--- src/rtl/m_unit_iter_if.sv ---
// Request/response bundle of the iterative multiply/divide unit.
// Signal suffixes are named from the unit's point of view.
interface m_unit_iter_if #(
    parameter int unsigned XLEN  = 32,
    parameter int unsigned TAG_W = 5
);
    logic             valid_i;
    logic             ready_o;
    logic [2:0]       op_i;
    logic [XLEN-1:0]  a_i;
    logic [XLEN-1:0]  b_i;
    logic [TAG_W-1:0] tag_i;
    logic             flush_i;
    logic             valid_o;
    logic             ready_i;
    logic [XLEN-1:0]  result_o;
    logic [TAG_W-1:0] tag_o;
    logic             busy_o;

    modport slave (
        input  valid_i, op_i, a_i, b_i, tag_i, flush_i, ready_i,
        output ready_o, valid_o, result_o, tag_o, busy_o
    );

    modport master (
        output valid_i, op_i, a_i, b_i, tag_i, flush_i, ready_i,
        input  ready_o, valid_o, result_o, tag_o, busy_o
    );
endinterface

--- src/rtl/m_unit_iter.sv ---
// Iterative RV32M/RV64M multiply/divide unit. Shift-add multiply and restoring
// divide retire RADIX_BITS bits per cycle; divide corner cases and zero
// multiplies bypass the iteration and complete one cycle after accept.
module m_unit_iter #(
    parameter int unsigned XLEN       = 32,
    parameter int unsigned RADIX_BITS = 1,
    parameter int unsigned TAG_W      = 5
) (
    input  logic         clk_i,
    input  logic         rst_i,
    m_unit_iter_if.slave bus
);
    localparam int unsigned N    = XLEN / RADIX_BITS;
    localparam int unsigned CntW = (N > 1) ? $clog2(N) : 1;

    typedef enum logic [2:0] {
        OpMul    = 3'd0,
        OpMulh   = 3'd1,
        OpMulhsu = 3'd2,
        OpMulhu  = 3'd3,
        OpDiv    = 3'd4,
        OpDivu   = 3'd5,
        OpRem    = 3'd6,
        OpRemu   = 3'd7
    } m_op_e;

    typedef enum logic [1:0] {StIdle, StCalc, StDone} state_e;

    state_e            state_q;
    m_op_e             op_q;
    logic [TAG_W-1:0]  tag_q;
    logic              neg_q;
    logic [2*XLEN-1:0] acc_q, acc_d;
    logic [XLEN-1:0]   rem_q, rem_d;
    logic [XLEN-1:0]   opb_q;
    logic [XLEN-1:0]   result_q;
    logic [CntW-1:0]   cnt_q;

    m_op_e             op_in;
    logic              a_neg, b_neg, a_zero, b_zero, ovf_in;
    logic [XLEN-1:0]   a_abs, b_abs, in_a, in_b;
    logic              in_neg;
    logic              fast_in;
    logic [XLEN-1:0]   fast_res;
    logic [XLEN:0]     sum, rem_sh;
    logic [XLEN-1:0]   hi, lo, hi_neg, fin;

    // Accept-side decode: operand magnitudes, result sign and fast-path result.
    always_comb begin
        op_in  = m_op_e'(bus.op_i);
        a_neg  = bus.a_i[XLEN-1];
        b_neg  = bus.b_i[XLEN-1];
        a_abs  = a_neg ? -bus.a_i : bus.a_i;
        b_abs  = b_neg ? -bus.b_i : bus.b_i;
        a_zero = (bus.a_i == '0);
        b_zero = (bus.b_i == '0);
        ovf_in = (bus.a_i == {1'b1, {(XLEN-1){1'b0}}}) && (bus.b_i == '1);
        in_a   = bus.a_i;
        in_b   = bus.b_i;
        in_neg = 1'b0;
        case (op_in)
            OpMulh:   begin in_a = a_abs; in_b = b_abs; in_neg = a_neg ^ b_neg; end
            OpMulhsu: begin in_a = a_abs; in_neg = a_neg; end
            OpDiv:    begin in_a = a_abs; in_b = b_abs; in_neg = a_neg ^ b_neg; end
            OpRem:    begin in_a = a_abs; in_b = b_abs; in_neg = a_neg; end
            default:  ;
        endcase
        fast_in  = 1'b0;
        fast_res = '0;
        // op[2] selects divide; op[1] selects remainder; op[0] selects unsigned
        if (!bus.op_i[2]) begin
            fast_in = a_zero | b_zero;
        end else if (b_zero) begin
            fast_in  = 1'b1;
            fast_res = bus.op_i[1] ? bus.a_i : '1;
        end else if (ovf_in && !bus.op_i[0]) begin
            fast_in  = 1'b1;
            fast_res = bus.op_i[1] ? '0 : bus.a_i;
        end
    end

    // One CALC cycle: RADIX_BITS shift-add or restoring-divide steps.
    always_comb begin
        acc_d  = acc_q;
        rem_d  = rem_q;
        sum    = '0;
        rem_sh = '0;
        for (int unsigned r = 0; r < RADIX_BITS; r++) begin
            if (!op_q[2]) begin
                sum   = {1'b0, acc_d[2*XLEN-1:XLEN]} + (acc_d[0] ? {1'b0, opb_q} : '0);
                acc_d = {sum, acc_d[XLEN-1:1]};
            end else begin
                rem_sh = {rem_d, acc_d[XLEN-1]};
                acc_d[XLEN-1:0] = {acc_d[XLEN-2:0], 1'b0};
                if (rem_sh >= {1'b0, opb_q}) begin
                    rem_sh   = rem_sh - {1'b0, opb_q};
                    acc_d[0] = 1'b1;
                end
                rem_d = rem_sh[XLEN-1:0];
            end
        end
    end

    // Final result selection from the last iteration's state.
    always_comb begin
        hi = acc_d[2*XLEN-1:XLEN];
        lo = acc_d[XLEN-1:0];
        // High half of the negated 2*XLEN product: carry into hi only if lo is zero
        hi_neg = ~hi + XLEN'(lo == '0);
        case (op_q)
            OpMul:                     fin = lo;
            OpMulh, OpMulhsu, OpMulhu: fin = neg_q ? hi_neg : hi;
            OpDiv, OpDivu:             fin = neg_q ? -lo : lo;
            default:                   fin = neg_q ? -rem_d : rem_d;
        endcase
    end

    // Control FSM and datapath registers.
    always_ff @(posedge clk_i or posedge rst_i) begin
        if (rst_i) begin
            state_q  <= StIdle;
            op_q     <= OpMul;
            tag_q    <= '0;
            neg_q    <= 1'b0;
            acc_q    <= '0;
            rem_q    <= '0;
            opb_q    <= '0;
            cnt_q    <= '0;
            result_q <= '0;
        end else begin
            case (state_q)
                StIdle: begin
                    if (bus.valid_i && !bus.flush_i) begin
                        op_q  <= op_in;
                        tag_q <= bus.tag_i;
                        neg_q <= in_neg;
                        acc_q <= {{XLEN{1'b0}}, in_a};
                        opb_q <= in_b;
                        rem_q <= '0;
                        cnt_q <= '0;
                        if (fast_in) begin
                            result_q <= fast_res;
                            state_q  <= StDone;
                        end else begin
                            state_q <= StCalc;
                        end
                    end
                end
                StCalc: begin
                    if (bus.flush_i) begin
                        state_q <= StIdle;
                    end else begin
                        acc_q <= acc_d;
                        rem_q <= rem_d;
                        cnt_q <= cnt_q + CntW'(1);
                        if (cnt_q == CntW'(N - 1)) begin
                            result_q <= fin;
                            state_q  <= StDone;
                        end
                    end
                end
                StDone: begin
                    if (bus.flush_i || bus.ready_i) begin
                        state_q <= StIdle;
                    end
                end
                default: state_q <= StIdle;
            endcase
        end
    end

    assign bus.ready_o  = (state_q == StIdle);
    assign bus.valid_o  = (state_q == StDone);
    assign bus.busy_o   = (state_q != StIdle);
    assign bus.result_o = result_q;
    assign bus.tag_o    = tag_q;
endmodule

--- src/flat_wrapper.sv ---
// flat-port wrapper written by rule: the top's interface ports become plain ports
module m_unit_iter_flat 
#(
    parameter int unsigned XLEN       = 32,
    parameter int unsigned RADIX_BITS = 1,
    parameter int unsigned TAG_W      = 5
)
  (clk_i, rst_i, bus_valid_i, bus_op_i, bus_a_i, bus_b_i, bus_tag_i, bus_flush_i, bus_ready_i, bus_ready_o, bus_valid_o, bus_result_o, bus_tag_o, bus_busy_o);
  m_unit_iter_if #(.XLEN(XLEN), .TAG_W(TAG_W)) bus_i ();
  input  logic clk_i;
  input  logic rst_i;
  input wire logic [$bits(bus_i.valid_i)-1:0] bus_valid_i;
  input wire logic [$bits(bus_i.op_i)-1:0] bus_op_i;
  input wire logic [$bits(bus_i.a_i)-1:0] bus_a_i;
  input wire logic [$bits(bus_i.b_i)-1:0] bus_b_i;
  input wire logic [$bits(bus_i.tag_i)-1:0] bus_tag_i;
  input wire logic [$bits(bus_i.flush_i)-1:0] bus_flush_i;
  input wire logic [$bits(bus_i.ready_i)-1:0] bus_ready_i;
  output wire logic [$bits(bus_i.ready_o)-1:0] bus_ready_o;
  output wire logic [$bits(bus_i.valid_o)-1:0] bus_valid_o;
  output wire logic [$bits(bus_i.result_o)-1:0] bus_result_o;
  output wire logic [$bits(bus_i.tag_o)-1:0] bus_tag_o;
  output wire logic [$bits(bus_i.busy_o)-1:0] bus_busy_o;
  assign bus_i.valid_i = bus_valid_i;
  assign bus_i.op_i = bus_op_i;
  assign bus_i.a_i = bus_a_i;
  assign bus_i.b_i = bus_b_i;
  assign bus_i.tag_i = bus_tag_i;
  assign bus_i.flush_i = bus_flush_i;
  assign bus_i.ready_i = bus_ready_i;
  assign bus_ready_o = bus_i.ready_o;
  assign bus_valid_o = bus_i.valid_o;
  assign bus_result_o = bus_i.result_o;
  assign bus_tag_o = bus_i.tag_o;
  assign bus_busy_o = bus_i.busy_o;
  m_unit_iter #(.XLEN(XLEN), .RADIX_BITS(RADIX_BITS), .TAG_W(TAG_W)) u_core (.clk_i(clk_i), .rst_i(rst_i), .bus(bus_i));
endmodule
--- config.mk ---
export PLATFORM = sky130hd
export DESIGN_NAME = m_unit_iter_flat
export DESIGN_NICKNAME = d
export VERILOG_FILES = /design/src/rtl/m_unit_iter_if.sv /design/src/rtl/m_unit_iter.sv /design/src/flat_wrapper.sv
export SDC_FILE = /design/constraint.sdc
export NUM_CORES = 1
export LEC_CHECK = 0
export CELL_PAD_IN_SITES_DETAIL_PLACEMENT = 1
export CELL_PAD_IN_SITES_GLOBAL_PLACEMENT = 2
export CORE_ASPECT_RATIO = 0.8
export CORE_MARGIN = 8
export CORE_UTILIZATION = 36
export DETAILED_ROUTE_END_ITERATION = 10
export PLACE_DENSITY = 0.92
export SYNTH_ARGS = -nofsm -noshare
export SYNTH_HDL_FRONTEND = slang
export SYNTH_SLANG_ARGS = --single-unit
export TNS_END_PERCENT = 20
--- constraint.sdc ---
create_clock -name clk_i -period 7.29 [get_ports clk_i]
set_input_delay 1.0935 -clock clk_i [delete_from_list [all_inputs] [get_ports clk_i]]
set_output_delay 1.0935 -clock clk_i [all_outputs]
set_load 0.01 [all_outputs]
# Word-level counts from Yosys, hierarchy flattened
# Cells that the tools add are included.
[word_totals] ff_bits=176 latchBits=0 mem_bits_rw=0 mem_bits_ro=0 in_bits=77 output_inout_bits=40 mem_count=0
[classes] n_addsub=8 n_mul=0 div=0 order_cmp=1 eq_ne=20 n_shift=0 mux=43 bitwise_logic=3 n_reduce_logical=23
[ops] op="32-bit two-way mux" n=23
[ops] op="64-bit two-way mux" n=2
[ops] op="32-bit negator" n=4
[ops] op="32-bit one-hot mux with 2 select lines" n=2
[ops] op="64-bit one-hot mux with 2 select lines" n=1
[ops] op="32-bit logical NOT" n=3
[ops] op="32-bit one-hot mux with 3 select lines" n=1
[ops] op="32-bit == test (second input constant)" n=2
[ops] op="32-bit by 33-bit adder with 33-bit output" n=1
[ops] op="33-bit by 32-bit >= comparator with 1-bit output" n=1
[ops] op="32-bit by 1-bit adder with 32-bit output" n=1
[ops] op="32-bit inverter" n=1
[ops] op="32-bit subtractor" n=1
[ops] op="3-bit == test (second input constant)" n=4
[ops] op="2-bit two-way mux" n=5
[ops] op="5-bit two-way mux" n=2
[ops] op="5-bit one-hot mux with 2 select lines" n=1
[ops] op="3-bit by 2-bit == test with 1-bit output (second input constant)" n=3
[ops] op="2-bit by 1-bit != test with 1-bit output (second input constant)" n=4
[ops] op="3-bit by 1-bit == test with 1-bit output (second input constant)" n=2
[ops] op="2-bit one-hot mux with 3 select lines" n=1
[ops] op="3-bit AND reduction" n=2
[ops] op="2-bit OR reduction" n=3
[ops] op="3-bit OR reduction" n=2
[ops] op="other kinds (19)" n=26

# Longest topological paths before layout
[depth] depth_word=10 mapped_depth=27 ltp_nobuf=23

# Worst setup path after synthesis
# Ideal clock, no wire load.
[synth_path] path_type="reg2reg" start="reg u_core.op_q[2]" end="reg u_core.result_q[31], in the netlist u_core.bus.result_o[31]" arrival_ns=5.787 required_ns=7.189 slack_ns=1.402 stages_incl_launch_ff=25 n_path_buf=9 period_less_slack_ns=5.888 cell_sequence="dfrtp_1 > buf_2 > buf_1 > buf_2 > buf_1 > clkbuf_8 > buf_6 > buf_2 > buf_2 > mux2i_1 > ha_1 > nand4b_1 > or4_1 > nand4bb_1 > clkbuf_1 > nor3b_1 > ha_1 > and3_1 > nand4_1 > and4bb_2 > nand4_4 > o41ai_2 > xor2_1 > a211oi_1 > nor4_1"
[synth_between] elab_chain_len=8
[synth_rtl] item="start, declared" line_no="m_unit_iter.sv:30" text="m_op_e op_q;"
[synth_rtl] item="start signal, assigned" line_no="m_unit_iter.sv:122" text="op_q <= OpMul;"
[synth_rtl] item="start signal, assigned" line_no="m_unit_iter.sv:134" text="op_q <= op_in;"
[synth_rtl] item="32-bit two-way mux" line_no="m_unit_iter.sv:89" text="if (!op_q[2]) begin"
[synth_rtl] item="32-bit logical NOT or 32-bit inverter (tied branches)" line_no="m_unit_iter.sv:109" text="hi_neg = ~hi + XLEN'(lo == '0);"
[synth_rtl] item="32-bit by 1-bit adder with 32-bit output" line_no="m_unit_iter.sv:109"
[synth_rtl] item="32-bit two-way mux" line_no="m_unit_iter.sv:112" text="OpMulh, OpMulhsu, OpMulhu: fin = neg_q ? hi_neg : hi;"
[synth_rtl] item="32-bit one-hot mux with 3 select lines (*)" line_no="m_unit_iter.sv:110" text="case (op_q)"
[synth_rtl] item="32-bit two-way mux (*)" line_no="m_unit_iter.sv:156" text="if (cnt_q == CntW'(N - 1)) begin"
[synth_rtl] item="32-bit two-way mux (*)" line_no="m_unit_iter.sv:150" text="if (bus.flush_i) begin"
[synth_rtl] item="32-bit one-hot mux with 2 select lines (*)" line_no="m_unit_iter.sv:131" text="case (state_q)"
[synth_rtl] item="end signal, assigned" line_no="m_unit_iter.sv:142" text="result_q <= fast_res;"
[synth_rtl] item="end signal, assigned" line_no="m_unit_iter.sv:157" text="result_q <= fin;"
[synth_rtl] item="end, declared" line_no="m_unit_iter.sv:36" text="logic [XLEN-1:0] result_q;"
# Mark *: on every way between the ends. The rest lies on a longest branch, timed or not. The select of a mux whose other input is x is not followed.
# A chain may end at the register's enable or synchronous reset.

# Worst setup path after layout
[layout_path] start="reg u_core.rem_q[26]" end="reg u_core.result_q[31], in the netlist u_core.bus.result_o[31]"
[layout_between] elab_chain_len=10
[layout_rtl] item="start, declared" line_no="m_unit_iter.sv:34" text="logic [XLEN-1:0] rem_q, rem_d;"
[layout_rtl] item="start signal, assigned" line_no="m_unit_iter.sv:154" text="rem_q <= rem_d;"
[layout_rtl] item="33-bit by 32-bit >= comparator with 1-bit output" line_no="m_unit_iter.sv:95" text="if (rem_sh >= {1'b0, opb_q}) begin"
[layout_rtl] item="1-bit two-way mux" line_no="m_unit_iter.sv:95"
[layout_rtl] item="32-bit two-way mux" line_no="m_unit_iter.sv:89"
[layout_rtl] item="32-bit logical NOT" line_no="m_unit_iter.sv:109"
[layout_rtl] item="32-bit by 1-bit adder with 32-bit output" line_no="m_unit_iter.sv:109"
[layout_rtl] item="32-bit two-way mux" line_no="m_unit_iter.sv:112"
[layout_rtl] item="32-bit one-hot mux with 3 select lines (*)" line_no="m_unit_iter.sv:110"
[layout_rtl] item="32-bit two-way mux (*)" line_no="m_unit_iter.sv:156"
[layout_rtl] item="32-bit two-way mux (*)" line_no="m_unit_iter.sv:150"
[layout_rtl] item="32-bit one-hot mux with 2 select lines (*)" line_no="m_unit_iter.sv:131"
# Marked as above.

==> results.py <==
metrics = {
    "power": {
        "comb_power_share_pct": 73.2,
        "total_leakage_power_nw": 8.04,
        "p_int_w": 0.00464,
        "power_frac_clock_pct": 9.6,
        "switching_share_pct": 57.0,
        "power.net_switching_w": 0.00615,
        "power_frac_seq_pct": 17.2,
        "irDropWorstVdd_mv": 0.231,
        "power_density_nw_per_um2": 535,
    },
    "cts": {
        "cts-htree-levels": 4,
        "number_of_cells_upsized_or_downsized_after_cts": 0,
        "clkSlewWorstSetupHoldPaths_ps": 70,
        "cts_tree": "built",
        "cts_buffer_depth": 2,
        "post_cts.repair.setup_buffers": 0,
        "clock_buffers_created_by_tritoncts": 17,
        "sinks_on_the_clock_net": 176,
        "cts_hold_buffers": 0,
        "clock_tree.root_cell": "sky130_fd_sc_hd__clkbuf_16",
        "worst_skew_pair.late_latency_ps": 490,
    },
    "detailed_routing": {
        "routed_wirelength_um": 78600,
        "drc": 0,
        "antenna_left": 0,
        "drtPass1Iterations": 5,
        "drt-wirelength-per-cell_um": 25.8,
        "initialDrtViolationCount": 1913,
        "post_drt_via_cell_ratio": 6.33,
        "dr_total_vias": 19300,
    },
    "floorplanning": {
        "die_w_um": 266,
        "start_util_pct": 36.3,
        "placeableCoreArea_um2": 49500,
        "io-pin-count": 117,
        "die_ht_um": 216,
        "rows": 73,
        "dieArea_um2": 57400,
    },
    "place": {
        "post_dp_cell_area_um2": 19500,
        "gp_congestion": 0.965,
        "detailedPlacementHpwl_um": 60100,
        "numPortBuffers": 116,
    },
    "yosys": {
        "synth.cell_area_um2": 18000,
        "synth_warnings": 0,
        "synth.lib_cells_used.distinct": 120,
        "syn_avg_cell_area_um2": 7.69,
        "ys_dominant_reg_cell": "sky130_fd_sc_hd__dfrtp_1",
        "postSynth.asyncResetShare_pct": 100,
        "synth_enable_flop_cells": 0,
        "yosysTopAreaCell": "sky130_fd_sc_hd__dfrtp_1",
        "post_synth_inst_count": 2340,
        "register_bit_total_from_synthesis": 176,
        "portion_of_the_post_synthesis_area_used_by_sequential_elements_pct": 24.5,
        "postSynthNetCount": 2492,
        "area_share_of_the_largest_cell_type_after_synthesis_pct": 24.5,
        "synth_area_leaders": "sky130_fd_sc_hd__dfrtp_1 (24%), sky130_fd_sc_hd__a21oi_1 (6.0%), sky130_fd_sc_hd__nor2_1 (5.9%), sky130_fd_sc_hd__o21ai_0 (5.3%), sky130_fd_sc_hd__ha_1 (5.1%)",
    },
    "worst_setup_path": {
        "timing.critical_path.buf_inv": 0,
        "critical-path-slowest-cell": "sky130_fd_sc_hd__a211oi_1",
        "critical_path_class": "flip-flop to flip-flop",
        "cp_cell_sequence": "ha_1 > nand2_1 > nor2_1 > a211oi_1 > o211a_2 > nand3_1 > o21ai_0 > ha_1 > nand4b_1 > or4_1 > nand4bb_1 > nor3b_1 > ha_1 > and3_1 > nand4_1 > and4bb_2 > nand4_4 > o41ai_2 > xor2_1 > a211oi_1 > nor4_1",
        "critical_path.top_delay_family": "simple AND/OR/NAND/NOR gates",
        "critical-path-top-cell-by-count": "sky130_fd_sc_hd__ha_1",
        "worst_setup_path_end_kind": "flip-flop",
        "startpoint_type": "flip-flop",
        "critical_path.max_stage_delay_ps": 800,
        "required_ps": 7670,
        "path_max_fanout": 8,
        "cp.arrival_ps": 7240,
    },
    "job": {
        "drv_cap": 0,
    },
    "cells_and_area": {
        "fillerInstances": 6019,
        "final_layout_size_suffix_gt1_share_pct": 8.02,
        "finalInstanceArea_um2": 20100,
        "multi_input_area_um2": 12600,
        "most-common-layout-cells": "sky130_fd_sc_hd__nor2_1 (277), sky130_fd_sc_hd__nand2_1 (223), sky130_fd_sc_hd__a21oi_1 (215)",
        "sequential_cell_area_um2": 4410,
        "layout.cells.most_common": "sky130_fd_sc_hd__nor2_1",
        "area_growth_pct": 12.0,
        "nets": 2507,
    },
    "global_route": {
        "grt_first_pass_wirelength_um": 121000,
        "grt_max_degree": 113,
        "grt_pass1_vias": 19300,
        "grt_antenna_before_repair": 2,
        "overflow": 0,
        "track_usage_pct": 26.7,
    },
    "hold_path": {
        "worstHoldPathType": "flip-flop to flip-flop",
    },
    "status": {
        "status": "complete, no violations",
    },
    "timing": {
        "fmaxAchievable_mhz": 146,
        "final_clock_skew_ps": 14.9,
        "finalHoldViolations": 0,
        "worst-slew-pin-transition_ps": 1120,
        "setup_tns_ps": 0,
        "final-max-slew-violation-count": 0,
        "finalSetupViolations": 0,
        "post_route_fraction_of_the_period_consumed_by_the_critical_path_pct": 94.0,
        "rsz0062_at_grt": "false",
        "period_needed_ps": 6850,
        "slew_headroom_pct": 24.7,
    },
}
[state kept, by name (all words and copies together) (netlist names), 2 cells and up]
name / flops
u_core.op_q: 3
u_core.cnt_q: 5
u_core.opb_q: 32
u_core.bus.result_o: 32
u_core.rem_q: 32
u_core.bus.tag_o: 5
u_core.acc_q: 64
u_core.state_q: 2
[per-layer routing]
metal | wire length, um | global-route usage (%) | vias up | part of all wire, %
li1 | - | - | 8648 | -
met1 | 36400 | 38.3 | 9800 | 46
met3 | 5650 | 4.68 | 104 | 7.2
met2 | 34500 | 40.7 | 713 | 44
met5 | 0 | 0 | - | 0
met4 | 2070 | 7.78 | 0 | 2.6
[worst paths after layout]
path | from | end | slack (ps) | cells after the start
worst max register to register | u_core.rem_q[26] | u_core.bus.result_o[31] | 440 | 21
min in group asynchronous | rst_i | u_core.cnt_q[3] | 1150 | 2
worst min-delay path | u_core.bus.result_o[2] | u_core.bus.result_o[2] | 490 | 2
worst max-delay path | u_core.rem_q[26] | u_core.bus.result_o[31] | 440 | 21
max in group asynchronous | rst_i | u_core.bus.result_o[24] | 4650 | 3
worst min register to register | u_core.bus.result_o[2] | u_core.bus.result_o[2] | 490 | 2
[Yosys cell counts (20+ instances only)]
| library cell | number |
|---|---|
| sky130_fd_sc_hd__a22o_1 | 38 |
| sky130_fd_sc_hd__nand4_1 | 35 |
| sky130_fd_sc_hd__buf_2 | 27 |
| sky130_fd_sc_hd__nor2_1 | 281 |
| sky130_fd_sc_hd__nand3_1 | 44 |
| sky130_fd_sc_hd__o31ai_1 | 38 |
| sky130_fd_sc_hd__clkbuf_1 | 98 |
| sky130_fd_sc_hd__xnor2_1 | 82 |
| sky130_fd_sc_hd__xor2_1 | 77 |
| sky130_fd_sc_hd__mux2i_1 | 35 |
| sky130_fd_sc_hd__a21o_1 | 21 |
| sky130_fd_sc_hd__dfrtp_1 | 176 |
| sky130_fd_sc_hd__a21oi_1 | 215 |
| sky130_fd_sc_hd__inv_1 | 70 |
| sky130_fd_sc_hd__nand2_1 | 223 |
| sky130_fd_sc_hd__o21ai_0 | 192 |
| sky130_fd_sc_hd__o221ai_1 | 20 |
| sky130_fd_sc_hd__a211oi_1 | 20 |
| sky130_fd_sc_hd__ha_1 | 73 |
| sky130_fd_sc_hd__o21a_1 | 26 |
| sky130_fd_sc_hd__o211ai_1 | 29 |
| sky130_fd_sc_hd__nor3_1 | 71 |
| sky130_fd_sc_hd__or3_1 | 25 |
| sky130_fd_sc_hd__a31oi_1 | 23 |
[metrics by stage]
stage | instances | hold WS [ps] | setup WS, ps | util, % | total power [W]
after floorplan | 2340 | 456 | 1400 | - | 0.00709
after global placement | 3011 | 470 | 906 | 39.5 | 0.00933
after detailed placement | 3011 | 480 | 649 | 39.5 | 0.00956
after CTS | 3043 | 498 | 552 | 40.7 | 0.0106
after global routing | 3043 | 510 | 67.5 | 40.7 | 0.0115
final | 3044 | 487 | 436 | 40.7 | 0.0108
[power by group through the flow]
stage                     Combinational [W]  Sequential [W]  Clock, W
after floorplan                     0.00541         0.00168         0
after global placement              0.00750         0.00183         0
after detailed placement            0.00770         0.00186         0
after CTS                           0.00775         0.00184   0.00105
after global routing                0.00849         0.00190   0.00107
final                               0.00789         0.00186   0.00103
[logic make-up after synthesis]
family                   Yosys count  synth area share, %
multiplexers                      53                 3.07
AO/OA/AOI/OAI                    806                 30.3
AND/OR/NAND/NOR                  841                 23.1
buffers and inverters            230                 5.93
adder cells (fa/ha/maj)           75                 5.30
flip-flops                       176                 24.5
XOR/XNOR                         159                 7.74
[final cells by class]
cell class                 count  area share (%)
inverter                      71            1.36
clock inverter                 9           0.652
antenna                        1          0.0124
multi-input combinational   1934            62.3
clock buffer                  23            2.37
timing repair buffer         155            7.22
tap                          675            4.19
sequential                   176            21.9
[worst reg2reg max path, delay by kind of cell (launching register included)]
family	cells	cell delay (ps)
AND/OR/NAND/NOR	12	3230
AO/OA/AOI/OAI	5	1870
adder cells (fa/ha/maj)	3	1000
flip-flops	1	450
XOR/XNOR	1	220
Power figures use the tool's default switching activity.
